$ cat config.mk
export PLATFORM = sky130hd
export DESIGN_NAME = fir_out_stage_flat
export DESIGN_NICKNAME = d
export VERILOG_FILES = /design/src/rtl/fir_out_pkg.sv /design/src/rtl/fir_out_if.sv /design/src/rtl/fir_out_fifo.sv /design/src/rtl/fir_out_stage.sv /design/src/flat_wrapper.sv
export SDC_FILE = /design/constraint.sdc
export NUM_CORES = 1
export LEC_CHECK = 0
export CAP_MARGIN = 10
export CORE_MARGIN = 1
export CORE_UTILIZATION = 50
export CTS_CLUSTER_DIAMETER = 30
export DETAILED_ROUTE_END_ITERATION = 16
export PLACE_DENSITY = 0.71
export SYNTH_ARGS = -nofsm -noshare
export SYNTH_HDL_FRONTEND = slang
export SYNTH_SLANG_ARGS = --single-unit
$ cat constraint.sdc
create_clock -name clk -period 8 [get_ports clk]
set_input_delay 0.8 -clock clk [delete_from_list [all_inputs] [get_ports clk]]
set_output_delay 0.8 -clock clk [all_outputs]
set_load 0.05 [all_outputs]
$ cat src/rtl/fir_out_pkg.sv
// Shared widths, limits and defaults for the FIR output stage, plus the
// rounding/clamping quantizer used on every accepted sample.
package fir_out_pkg;

    localparam int Y_W        = 16;
    localparam int Q_W        = 8;
    localparam int SH_W       = 4;
    localparam int Q_MAX      = 127;
    localparam int Q_MIN      = -128;
    localparam int DEPTH_DEF  = 4;
    localparam int WARMUP_DEF = 2;

    typedef struct packed {
        logic [Q_W-1:0] q;
        logic           sat;
    } quant_t;

    // Round half up, arithmetic shift in Y_W+1 bits, then clamp to the Q_W range.
    function automatic quant_t quantize(input logic signed [Y_W-1:0] y,
                                        input logic [SH_W-1:0]       sh);
        logic signed [Y_W:0] ext;
        logic signed [Y_W:0] rnd;
        logic signed [Y_W:0] r;
        quant_t              res;
        ext = {y[Y_W-1], y};
        rnd = '0;
        if (sh != '0) begin
            rnd = {{Y_W{1'b0}}, 1'b1} << (sh - 1'b1);
        end
        r = (ext + rnd) >>> sh;
        if (r > Q_MAX) begin
            res.q   = Q_W'(Q_MAX);
            res.sat = 1'b1;
        end else if (r < Q_MIN) begin
            res.q   = Q_W'(Q_MIN);
            res.sat = 1'b1;
        end else begin
            res.q   = r[Q_W-1:0];
            res.sat = 1'b0;
        end
        return res;
    endfunction

endpackage

$ cat src/rtl/fir_out_if.sv
// Sample-in / quantized-out bundle of the FIR output stage.
// Handshake: q is transferred on a rising edge when q_vld and q_rdy are both high;
// y_vld is never backpressured.
interface fir_out_if
    import fir_out_pkg::*;
#(
    parameter int DEPTH = DEPTH_DEF
);
    logic signed [Y_W-1:0]       y;
    logic                        y_vld;
    logic [SH_W-1:0]             shift;
    logic signed [Q_W-1:0]       q;
    logic                        q_vld;
    logic                        q_rdy;
    logic                        sat;
    logic                        drop;
    logic [$clog2(DEPTH):0]      level;

    modport master (
        output y, y_vld, shift, q_rdy,
        input  q, q_vld, sat, drop, level
    );

    modport slave (
        input  y, y_vld, shift, q_rdy,
        output q, q_vld, sat, drop, level
    );

endinterface

$ cat src/rtl/fir_out_fifo.sv
// Synchronous first-word fall-through FIFO; rd_data_o reads 0 while empty.
module fir_out_fifo #(
    parameter int W     = 8,
    parameter int DEPTH = 4
) (
    input  logic                       clk,
    input  logic                       rst,
    input  logic                       wr_en_i,
    input  logic [W-1:0]               wr_data_i,
    input  logic                       rd_en_i,
    output logic [W-1:0]               rd_data_o,
    output logic                       full_o,
    output logic                       empty_o,
    output logic [$clog2(DEPTH):0]     count_o
);
    localparam int AW = $clog2(DEPTH);

    logic [AW:0]  wptr_q, wptr_d;
    logic [AW:0]  rptr_q, rptr_d;
    logic [W-1:0] mem_q [DEPTH];
    logic         do_wr;
    logic         do_rd;

    assign empty_o = (wptr_q == rptr_q);
    assign full_o  = (wptr_q[AW] != rptr_q[AW]) && (wptr_q[AW-1:0] == rptr_q[AW-1:0]);
    assign count_o = wptr_q - rptr_q;

    // A pop frees the slot in the same edge, so write-while-full is legal with a pop.
    assign do_rd = rd_en_i && !empty_o;
    assign do_wr = wr_en_i && (!full_o || do_rd);

    always_comb begin
        wptr_d = wptr_q;
        rptr_d = rptr_q;
        if (do_wr) wptr_d = wptr_q + 1'b1;
        if (do_rd) rptr_d = rptr_q + 1'b1;
    end

    always_ff @(posedge clk) begin
        if (rst) begin
            wptr_q <= '0;
            rptr_q <= '0;
        end else begin
            wptr_q <= wptr_d;
            rptr_q <= rptr_d;
        end
    end

    always_ff @(posedge clk) begin
        if (do_wr) begin
            mem_q[wptr_q[AW-1:0]] <= wr_data_i;
        end
    end

    assign rd_data_o = empty_o ? '0 : mem_q[rptr_q[AW-1:0]];

endmodule

$ cat src/rtl/fir_out_stage.sv
// FIR output stage: warm-up discard, round/shift/clamp to 8 bits, one register
// stage, then a FWFT FIFO. Optional saturation counter under FIR_OUT_SATCNT_EN.
module fir_out_stage
    import fir_out_pkg::*;
#(
    parameter int DEPTH  = DEPTH_DEF,
    parameter int WARMUP = WARMUP_DEF
) (
    input  logic         clk,
    input  logic         rst,
    fir_out_if.slave     io
`ifdef FIR_OUT_SATCNT_EN
    ,
    output logic [7:0]   sat_cnt
`endif
);
    localparam int WC_W = $clog2(WARMUP + 2);

    logic [WC_W-1:0] wcnt_q, wcnt_d;
    logic            warm_done;
    logic            accept;
    quant_t          qr;

    logic            pipe_vld_q, pipe_vld_d;
    logic [Q_W-1:0]  pipe_data_q, pipe_data_d;
    logic            sat_q, sat_d;
    logic            drop_q, drop_d;

    logic            fifo_full;
    logic            fifo_empty;
    logic            pop;
    logic [Q_W-1:0]  fifo_rd;

    assign warm_done = (wcnt_q == WC_W'(WARMUP));
    assign accept    = io.y_vld && warm_done;
    assign pop       = io.q_vld && io.q_rdy;

    always_comb begin
        qr          = quantize(io.y, io.shift);
        wcnt_d      = wcnt_q;
        if (io.y_vld && !warm_done) wcnt_d = wcnt_q + 1'b1;
        pipe_vld_d  = accept;
        pipe_data_d = qr.q;
        sat_d       = sat_q | (accept & qr.sat);
        // Only the registered sample that arrives at a full, non-popping FIFO is lost.
        drop_d      = drop_q | (pipe_vld_q & fifo_full & ~pop);
    end

    always_ff @(posedge clk) begin
        if (rst) begin
            wcnt_q      <= '0;
            pipe_vld_q  <= 1'b0;
            pipe_data_q <= '0;
            sat_q       <= 1'b0;
            drop_q      <= 1'b0;
        end else begin
            wcnt_q      <= wcnt_d;
            pipe_vld_q  <= pipe_vld_d;
            pipe_data_q <= pipe_data_d;
            sat_q       <= sat_d;
            drop_q      <= drop_d;
        end
    end

    fir_out_fifo #(
        .W     (Q_W),
        .DEPTH (DEPTH)
    ) u_fifo (
        .clk       (clk),
        .rst       (rst),
        .wr_en_i   (pipe_vld_q),
        .wr_data_i (pipe_data_q),
        .rd_en_i   (io.q_rdy),
        .rd_data_o (fifo_rd),
        .full_o    (fifo_full),
        .empty_o   (fifo_empty),
        .count_o   (io.level)
    );

    assign io.q     = fifo_rd;
    assign io.q_vld = !fifo_empty;
    assign io.sat   = sat_q;
    assign io.drop  = drop_q;

`ifdef FIR_OUT_SATCNT_EN
    logic [7:0] satcnt_q, satcnt_d;

    always_comb begin
        satcnt_d = satcnt_q;
        if (accept && qr.sat && satcnt_q != 8'hFF) satcnt_d = satcnt_q + 8'd1;
    end

    always_ff @(posedge clk) begin
        if (rst) satcnt_q <= '0;
        else     satcnt_q <= satcnt_d;
    end

    assign sat_cnt = satcnt_q;
`endif

endmodule

$ cat src/flat_wrapper.sv
// flat-port wrapper written by rule: the top's interface ports become plain ports
module fir_out_stage_flat import fir_out_pkg::*;
#(
    parameter int DEPTH  = DEPTH_DEF,
    parameter int WARMUP = WARMUP_DEF
)
  (clk, rst, io_y, io_y_vld, io_shift, io_q_rdy, io_q, io_q_vld, io_sat, io_drop, io_level);
  fir_out_if #(.DEPTH(DEPTH)) io_i ();
  input  logic clk;
  input  logic rst;
  input wire logic [$bits(io_i.y)-1:0] io_y;
  input wire logic [$bits(io_i.y_vld)-1:0] io_y_vld;
  input wire logic [$bits(io_i.shift)-1:0] io_shift;
  input wire logic [$bits(io_i.q_rdy)-1:0] io_q_rdy;
  output wire logic [$bits(io_i.q)-1:0] io_q;
  output wire logic [$bits(io_i.q_vld)-1:0] io_q_vld;
  output wire logic [$bits(io_i.sat)-1:0] io_sat;
  output wire logic [$bits(io_i.drop)-1:0] io_drop;
  output wire logic [$bits(io_i.level)-1:0] io_level;
  assign io_i.y = io_y;
  assign io_i.y_vld = io_y_vld;
  assign io_i.shift = io_shift;
  assign io_i.q_rdy = io_q_rdy;
  assign io_q = io_i.q;
  assign io_q_vld = io_i.q_vld;
  assign io_sat = io_i.sat;
  assign io_drop = io_i.drop;
  assign io_level = io_i.level;
  fir_out_stage #(.DEPTH(DEPTH), .WARMUP(WARMUP)) u_core (.clk(clk), .rst(rst), .io(io_i));
endmodule
==> impl_metrics.ini <==
[outcome]
status = complete, no violations

[setup_path]
cp_slowest_cell = clkdlybuf4s50_1
critical_path_class = primary input to flip-flop
start_kind = primary input
critPathCaptureType = flip-flop
slowest_delay_ps = 850
cp.arrival_ps = 6110
crit_required_ps = 8200
reg2reg_slack_ps = 5810
cp_max_fo = 16
worstPathCellList = clkdlybuf4s50_1, clkinv_1, nand2_1, nor3_1, ha_1, fa_1, a211oi_2, nor3_1, o2111a_1, o21a_1, nor2_1, o21ai_0, a21oi_1, o2111ai_2, a311o_1
cp_common_cell = nor3_1

[clocking]
cts_resized = 0
hold_buffers = 0
post_cts_buffers = 0
clockBufferDepth = 2
cts_tree = built
cts-buffers-inserted = 5
clk_latency_ps = 300
cts_root_buf = clkbuf_8
clock_sink_count = 53
clk_pin_slew_worst_paths_ps = 100
htree_levels = 2

[yosys]
netlist_area_mm2 = 0.00415
synth_top_area_frac = 0.231
ys.warnings.count = 0
synth_common_cells = 45 x nor2_1, 32 x edfxtp_1, 26 x nand2_1
synth_edf_count = 32
ys_ff_latch = 53
yosys.cell_types.count = 86
yosysMostFrequentCell = nor2_1
synthArstFlopShare = 0
synth_flop_cell = edfxtp_1
synthCells = 429
synth_top_area_cell = edfxtp_1
synth_nets = 479
seq_area_frac_synth = 0.333
synth_area_leaders = edfxtp_1 23%, dfxtp_1 10%, ha_1 7.2%, mux4_2 6.5%, nor2_1 4.1%
avgSynthCellArea_um2 = 9.68

[timing]
whs_ps = 478
setup_viol_count_final = 0
rsz0062_at_grt = no
min_period_ps = 5920
fmax_mhz = 169
fin_skew_ps = 13.9
tightest_slew_ps = 843
slew_viol_final = 0
slew_headroom = 0.436
tns_ps = 0
timing.final.crit_share = 0.739
hold_viol_final = 0

[detailed_routing]
drt_wl_total_um = 10000
routedLengthMet1_um = 4330
initialDrtViolationCount = 423
vias_per_cell = 6.42
wire_per_inst_um = 18.1
routed-wl-met3_um = 577
vias = 3556
antenna_left = 0
drc = 0
drtPass1Iterations = 5
wl_met2_um = 4920
highest_layer = met4

[placed_design]
postPlaceCellArea_mm2 = 0.00451
dp_hpwl_um = 7770
globalplace.congestion = 0.937
port_buffers = 37

[global_routing]
grt_pass1_vias = 3387
grt_use_total = 0.238
grt_first_pass_wirelength_um = 16500
gr-total-overflow = 0
antenna_found_initial = 0
grt_max_degree = 25

[final_layout]
areaGrowthSynthToFinish_pct = 10.8
stdcell_area_mm2 = 0.00460
diodes = 0
final_nets = 501
drive_gt1_frac = 0.102

[floorplan]
ios = 38
coreArea_mm2 = 0.00789
num_rows = 32
die_height_um = 93.1
fp.dieW_um = 93.1
dieArea_mm2 = 0.00867
start_util = 0.526

[power_and_ir_drop]
p_leak_uw = 0.00170
ir_worst_vdd_mv = 0.0756
pwr_density_cell_mw_per_mm2 = 143
p_total_uw = 658

[job]
max_cap_viol_count = 0

[min_path]
min_path_type = flip-flop to flip-flop
## cell families (layout without fill, tap and decap cells)
family,after synthesis,count (layout),synth area share
AND/OR/NAND/NOR,155,155,0.196
AO/OA/AOI/OAI,117,117,0.208
flip-flops,53,53,0.333
buffers and inverters,38,61,0.0491
adder cells (fa/ha/maj),26,26,0.0820
multiplexers,25,25,0.102
XOR/XNOR,14,14,0.0295
other,1,1,0.000903
## power by group
group | switching (µW) | internal (µW) | leakage [µW]
sequential | 9.59 | 301 | 0.000464
combinational | 115 | 81.0 | 0.00119
clock | 87.2 | 64.0 | 0.0000466
total | 212 | 446 | 0.00170
## registers in the layout, indices dropped and copies added (netlist names), named ones only
signal / count
u_core.io.drop: 1
u_core.u_fifo.rptr_q: 3
u_core.pipe_vld_q: 1
u_core.io.sat: 1
u_core.u_fifo.mem_q: 32
u_core.wcnt_q: 2
u_core.u_fifo.wptr_q: 3
u_core.pipe_data_q: 8
## stage by stage
stage,utilization,setup slack (ps),std cells
2_1_floorplan,-,3670,429
3_3_place_gp,0.571,1980,546
3_5_place_dp,0.571,1870,546
4_1_cts,0.583,2240,554
5_1_grt,0.583,1800,554
6_report,0.583,2080,554
## path summary, 6_finish.rpt
path	startpoint	cells after the start	endpoint
setup reg to reg	u_core.u_fifo.wptr_q[0]	8	u_core.u_fifo.wptr_q[2]
setup / recovery	io_shift[1]	15	u_core.io.sat
hold reg to reg	u_core.io.drop	2	u_core.io.drop
hold / removal	u_core.io.drop	2	u_core.io.drop
## critical path, delay by kind of cell
| kind | cells | cell delay [ps] |
|---|---|---|
| AOI/OAI and AO/OA | 7 | 2100 |
| buffers and inverters | 2 | 1260 |
| adders and majority gates | 2 | 680 |
| and+or+nand+nor | 4 | 1280 |
## layout make-up
class                           instances  area [µm²]
Clock buffer                            5        68.8
Clock inverter                          3        25.0
Fill cell                             691        3290
Inverter                               16        60.1
Multi-Input combinational cell        338        2570
Sequential cell                        53        1380
Tap cell                              102         128
Timing Repair Buffer                   37         370
## placed cells by master, fill, tap and decap left out, types with 5 or more instances in the layout
master and count:
o31ai_1 5, a21o_1 5, o21ai_0 14, a221oi_1 6, dfxtp_1 21, nor3_1 17
nand4_1 8, ha_1 24, nand2_1 26, nand3_1 7, or3_1 5, xnor2_1 10
o21a_1 6, edfxtp_1 32, clkdlybuf4s50_1 37, a21oi_1 21, mux4_2 12, clkbuf_8 5
mux2i_1 8, inv_1 11, and2_1 18, nor2_1 45
## layer usage
metal / vias up / track usage
met5: - / 0
met2: 172 / 0.417
li1: 1690 / -
met4: 0 / 0.0615
met3: 30 / 0.0195
met1: 1664 / 0.318
(Power assumes the default switching activity.)
==> edit 1 (config.mk and constraints unchanged) <==
Change the package constant `Q_MAX` from 127 to 63.
--- a/src/rtl/fir_out_pkg.sv
+++ b/src/rtl/fir_out_pkg.sv
@@ -7,3 +7,3 @@
     localparam int SH_W       = 4;
-    localparam int Q_MAX      = 127;
+    localparam int Q_MAX      = 63;
     localparam int Q_MIN      = -128;
Function: changed (a bounded check fails within 4 cycles, from zero or initial values and one cycle with rst high).
==> edit 1 against the unedited design <==
- register-to-register slack improved by 0.02 ns
- total power up 8.9%
- sequential cell count unchanged
- non-clock buffer count grew 1
- routed wire length is 7.7% higher
- final area rose by 7.0%
- worst setup slack improved by 0.040 ns
- via count increased by 6.2%
- critical path depth unchanged
- maximum frequency grew 0.68%
- synthesized area rose by 7.2%
- critical endpoint is now u_core.pipe_data_q[5]$_SDFF_PP0_
==> edit 1: results <==
metrics = {
    "synth": {
        "synth_xor_area_share_pct": 4.189,
        "ys_top_cells_by_count": "nor2_1, nand2_1, edfxtp_1, ha_1",
        "ys_types": 92,
        "synth_area_leaders": "edfxtp_1, dfxtp_1, ha_1, mux4_2, nor2_1",
        "synthAdderAreaFrac_pct": 7.647,
        "muxShareOfSynthArea_pct": 8.069,
        "synthesis.nets": 511,
        "synth_compound_area_share_pct": 24.29,
    },
    "final_layout": {
        "drive_above_1_share_pct": 14.29,
        "seq_cells": 53,
        "clk_share_pct": 2.236,
        "nonClkBufAreaFrac_pct": 7.673,
        "nMultiInputCombCells": 369,
        "nNonClkBuffers": 38,
        "nNetsFinal": 532,
    },
    "worst_setup_path": {
        "r2r_slack_ns": 5.83,
        "max_stage_delay_ns": 0.94,
        "reg2reg_depth": 6,
        "r2r-end": "u_core.u_fifo.mem_q[3][6]$_DFFE_PP_",
        "crit_arrival_ns": 6.09,
        "crit_end": "u_core.pipe_data_q[5]$_SDFF_PP0_",
    },
    "drt": {
        "drt_iter0_markers": 359,
        "routed_wl_um": 10800,
        "met1_length_um": 5150,
        "vias_per_cell": 6.391,
        "route.met3.wl_um": 612,
        "met2_length_um": 4942,
    },
    "grt": {
        "grt_use_met3_pct": 3.791,
        "grt_max_degree": 24,
        "grt_pass1_vias": 3389,
        "grt_pass1_wl_um": 17190,
        "met1_usage_pct": 34.97,
        "grt.met2_usage_pct": 37.77,
        "grt.total_usage_pct": 24.00,
    },
    "timing": {
        "max_slew_margin_pct": 39.47,
        "hold_ws_ns": 0.4871,
        "skew_ns": 0.007656,
    },
    "power_and_ir_drop": {
        "ir_drop_mv": 0.08086,
        "clockPowerShare_pct": 24.7,
        "p_leak_nw": 1.869,
        "power_frac_seq_pct": 43.5,
        "p_sw_share_pct": 32.09,
    },
    "status": {
        "status": "finished, final reports clean",
    },
    "place": {
        "hpwl_um": 8217,
    },
}
## edit 1: cell families (layout without fill, tap and decap cells)
kind of cell,after synthesis,after routing
mux,22,22
flops,53,53
xor+xnor,17,17
fa+ha+maj,26,26
compound gates,133,133
simple gates,170,170
other cells,1,1
buf+inv,39,61
## edit 1: stage by stage
step	instances	setup WS (ns)	power, W	area, um2	util (%)
after floorplan	461	3.588	0.0004854	4451	-
after global placement	583	1.973	0.0005397	4815	55.48
after detailed placement	583	1.924	0.0005420	4815	55.48
after CTS	591	2.230	0.0007159	4925	56.75
after global routing	591	1.833	0.0007503	4925	56.75
final	591	2.124	0.0007170	4925	56.75
## edit 1: worst reg2reg max path: stages (launching register included)
cell     delay [ns]
dfxtp_1        0.40
inv_1          0.11
ha_1           0.34
nand2_1        0.08
nor3_1         0.05
nor2b_1        0.36
and2_1         0.50
==> edit 2 (config.mk and constraints unchanged) <==
Made on the original files. `pipe_data_q` no longer has a reset.
--- a/src/rtl/fir_out_stage.sv
+++ b/src/rtl/fir_out_stage.sv
@@ -52,3 +52,2 @@
             pipe_vld_q  <= 1'b0;
-            pipe_data_q <= '0;
             sat_q       <= 1'b0;
@@ -58,3 +57,2 @@
             pipe_vld_q  <= pipe_vld_d;
-            pipe_data_q <= pipe_data_d;
             sat_q       <= sat_d;
@@ -62,2 +60,6 @@
         end
+    end
+
+    always_ff @(posedge clk) begin
+        pipe_data_q <= pipe_data_d;
     end
Behaviour: no difference found for any inputs over 10 cycles, from zero or initial values and one cycle with rst high; that may be too few to reach the edited logic, so the function may still have changed.
==> edit 2 against the unedited design <==
- routed wire length shrank 11%
- worst setup slack gained 0.25 ns
- sequential power increased by 3%
- total power increased by 1.2%
- utilization is 0.26 points lower
- final area shrank 2.5%
- count of clock-buffer cells in the layout did not move
- synthesized area down 3.8%
- sequential cell count is the same
==> edit 2: results <==
metrics = {
    "final_layout": {
        "num-nonclk-inverters": 15,
        "clk_share_pct": 2.008,
        "drive_above_1_share_pct": 11.60,
        "nNetsFinal": 480,
        "multiInputGateArea_um2": 2454,
        "fill_cells": 648,
        "nNonClkBuffers": 38,
        "nonClkBufAreaFrac_pct": 8.422,
        "nMultiInputCombCells": 317,
    },
    "synth": {
        "synth_area_leaders": "edfxtp_1, dfxtp_1, mux4_2, ha_1, a21oi_1",
        "synthesis.nets": 455,
        "yosysSeqAreaShare_pct": 34.59,
        "yosys_warnings": 0,
        "ys_types": 63,
        "ys.flop_type": "edfxtp_1",
        "ys_top_cells_by_count": "nand2_1, nor2_1, edfxtp_1, a21oi_1, ha_1",
    },
    "worst_setup_path": {
        "reg2reg_depth": 6,
        "startpoint": "io_shift[0]",
        "crit_arrival_ns": 5.87,
        "r2r_slack_ns": 5.78,
        "max_stage_delay_ns": 0.83,
    },
    "drt": {
        "drt_iter0_markers": 231,
        "routed_wl_um": 8918,
        "met1_length_um": 3900,
        "met2_length_um": 4457,
        "dr.pass1.iters": 6,
        "routed.top_layer": "met4",
        "route.met3.wl_um": 410,
        "vias": 3157,
    },
    "grt": {
        "grt_pass1_vias": 3113,
        "grt_max_degree": 25,
        "grt_use_met3_pct": 2.848,
        "grt_pass1_wl_um": 15080,
        "grt.total_usage_pct": 22.58,
        "grt.met2_usage_pct": 40.15,
    },
    "place": {
        "pre_cts_slack_ns": 2.056,
        "gp_congestion": 0.9799,
        "hpwl_um": 6979,
        "place_area_um2": 4397,
    },
    "power_and_ir_drop": {
        "p_per_area_nw_per_um2": 148.5,
        "ir_drop_mv": 0.07741,
        "p_int_w": 0.0004521,
        "p_leak_nw": 1.676,
    },
    "floorplan": {
        "start_util_pct": 51.68,
        "die_w_um": 91.38,
    },
    "clocking": {
        "clk_pin_slew_ns": 0.09,
        "post_cts_resized": 0,
        "clkSinkCount": 53,
    },
    "status": {
        "status": "finished, final reports clean",
    },
    "timing": {
        "skew_ns": 0.004290,
        "max_slew_margin_pct": 53.89,
        "layout_min_cycle_time_ns": 5.665,
        "hold_ws_ns": 0.4818,
    },
    "hold_path": {
        "holdPathStages": 2,
    },
}
edit 2: cells by family (layout without fill, tap and decap cells):
| logic type | Yosys count | count (layout) | synth area share, % |
|---|---|---|---|
| compound gates | 113 | 113 | 20.90 |
| mux | 30 | 30 | 12.47 |
| flops | 53 | 53 | 34.59 |
| buf+inv | 35 | 61 | 3.978 |
| fa+ha+maj | 26 | 26 | 8.521 |
| other cells | 1 | 1 | 0.09389 |
| simple gates | 124 | 124 | 14.41 |
| xor+xnor | 23 | 23 | 5.044 |
edit 2: metrics by stage:
step / instances / utilization, %
floorplan: 405 / -
global placement: 525 / 56.90
detailed placement: 525 / 56.90
CTS: 533 / 58.06
global route: 533 / 58.06
finish: 533 / 58.06
edit 2: tightest hold or removal path, delay by kind of cell, from the launching register on:
family | cells | cell delay (ns)
AND/OR/NAND/NOR | 1 | 0.07
AO/OA/AOI/OAI | 1 | 0.04
flip-flops | 1 | 0.34
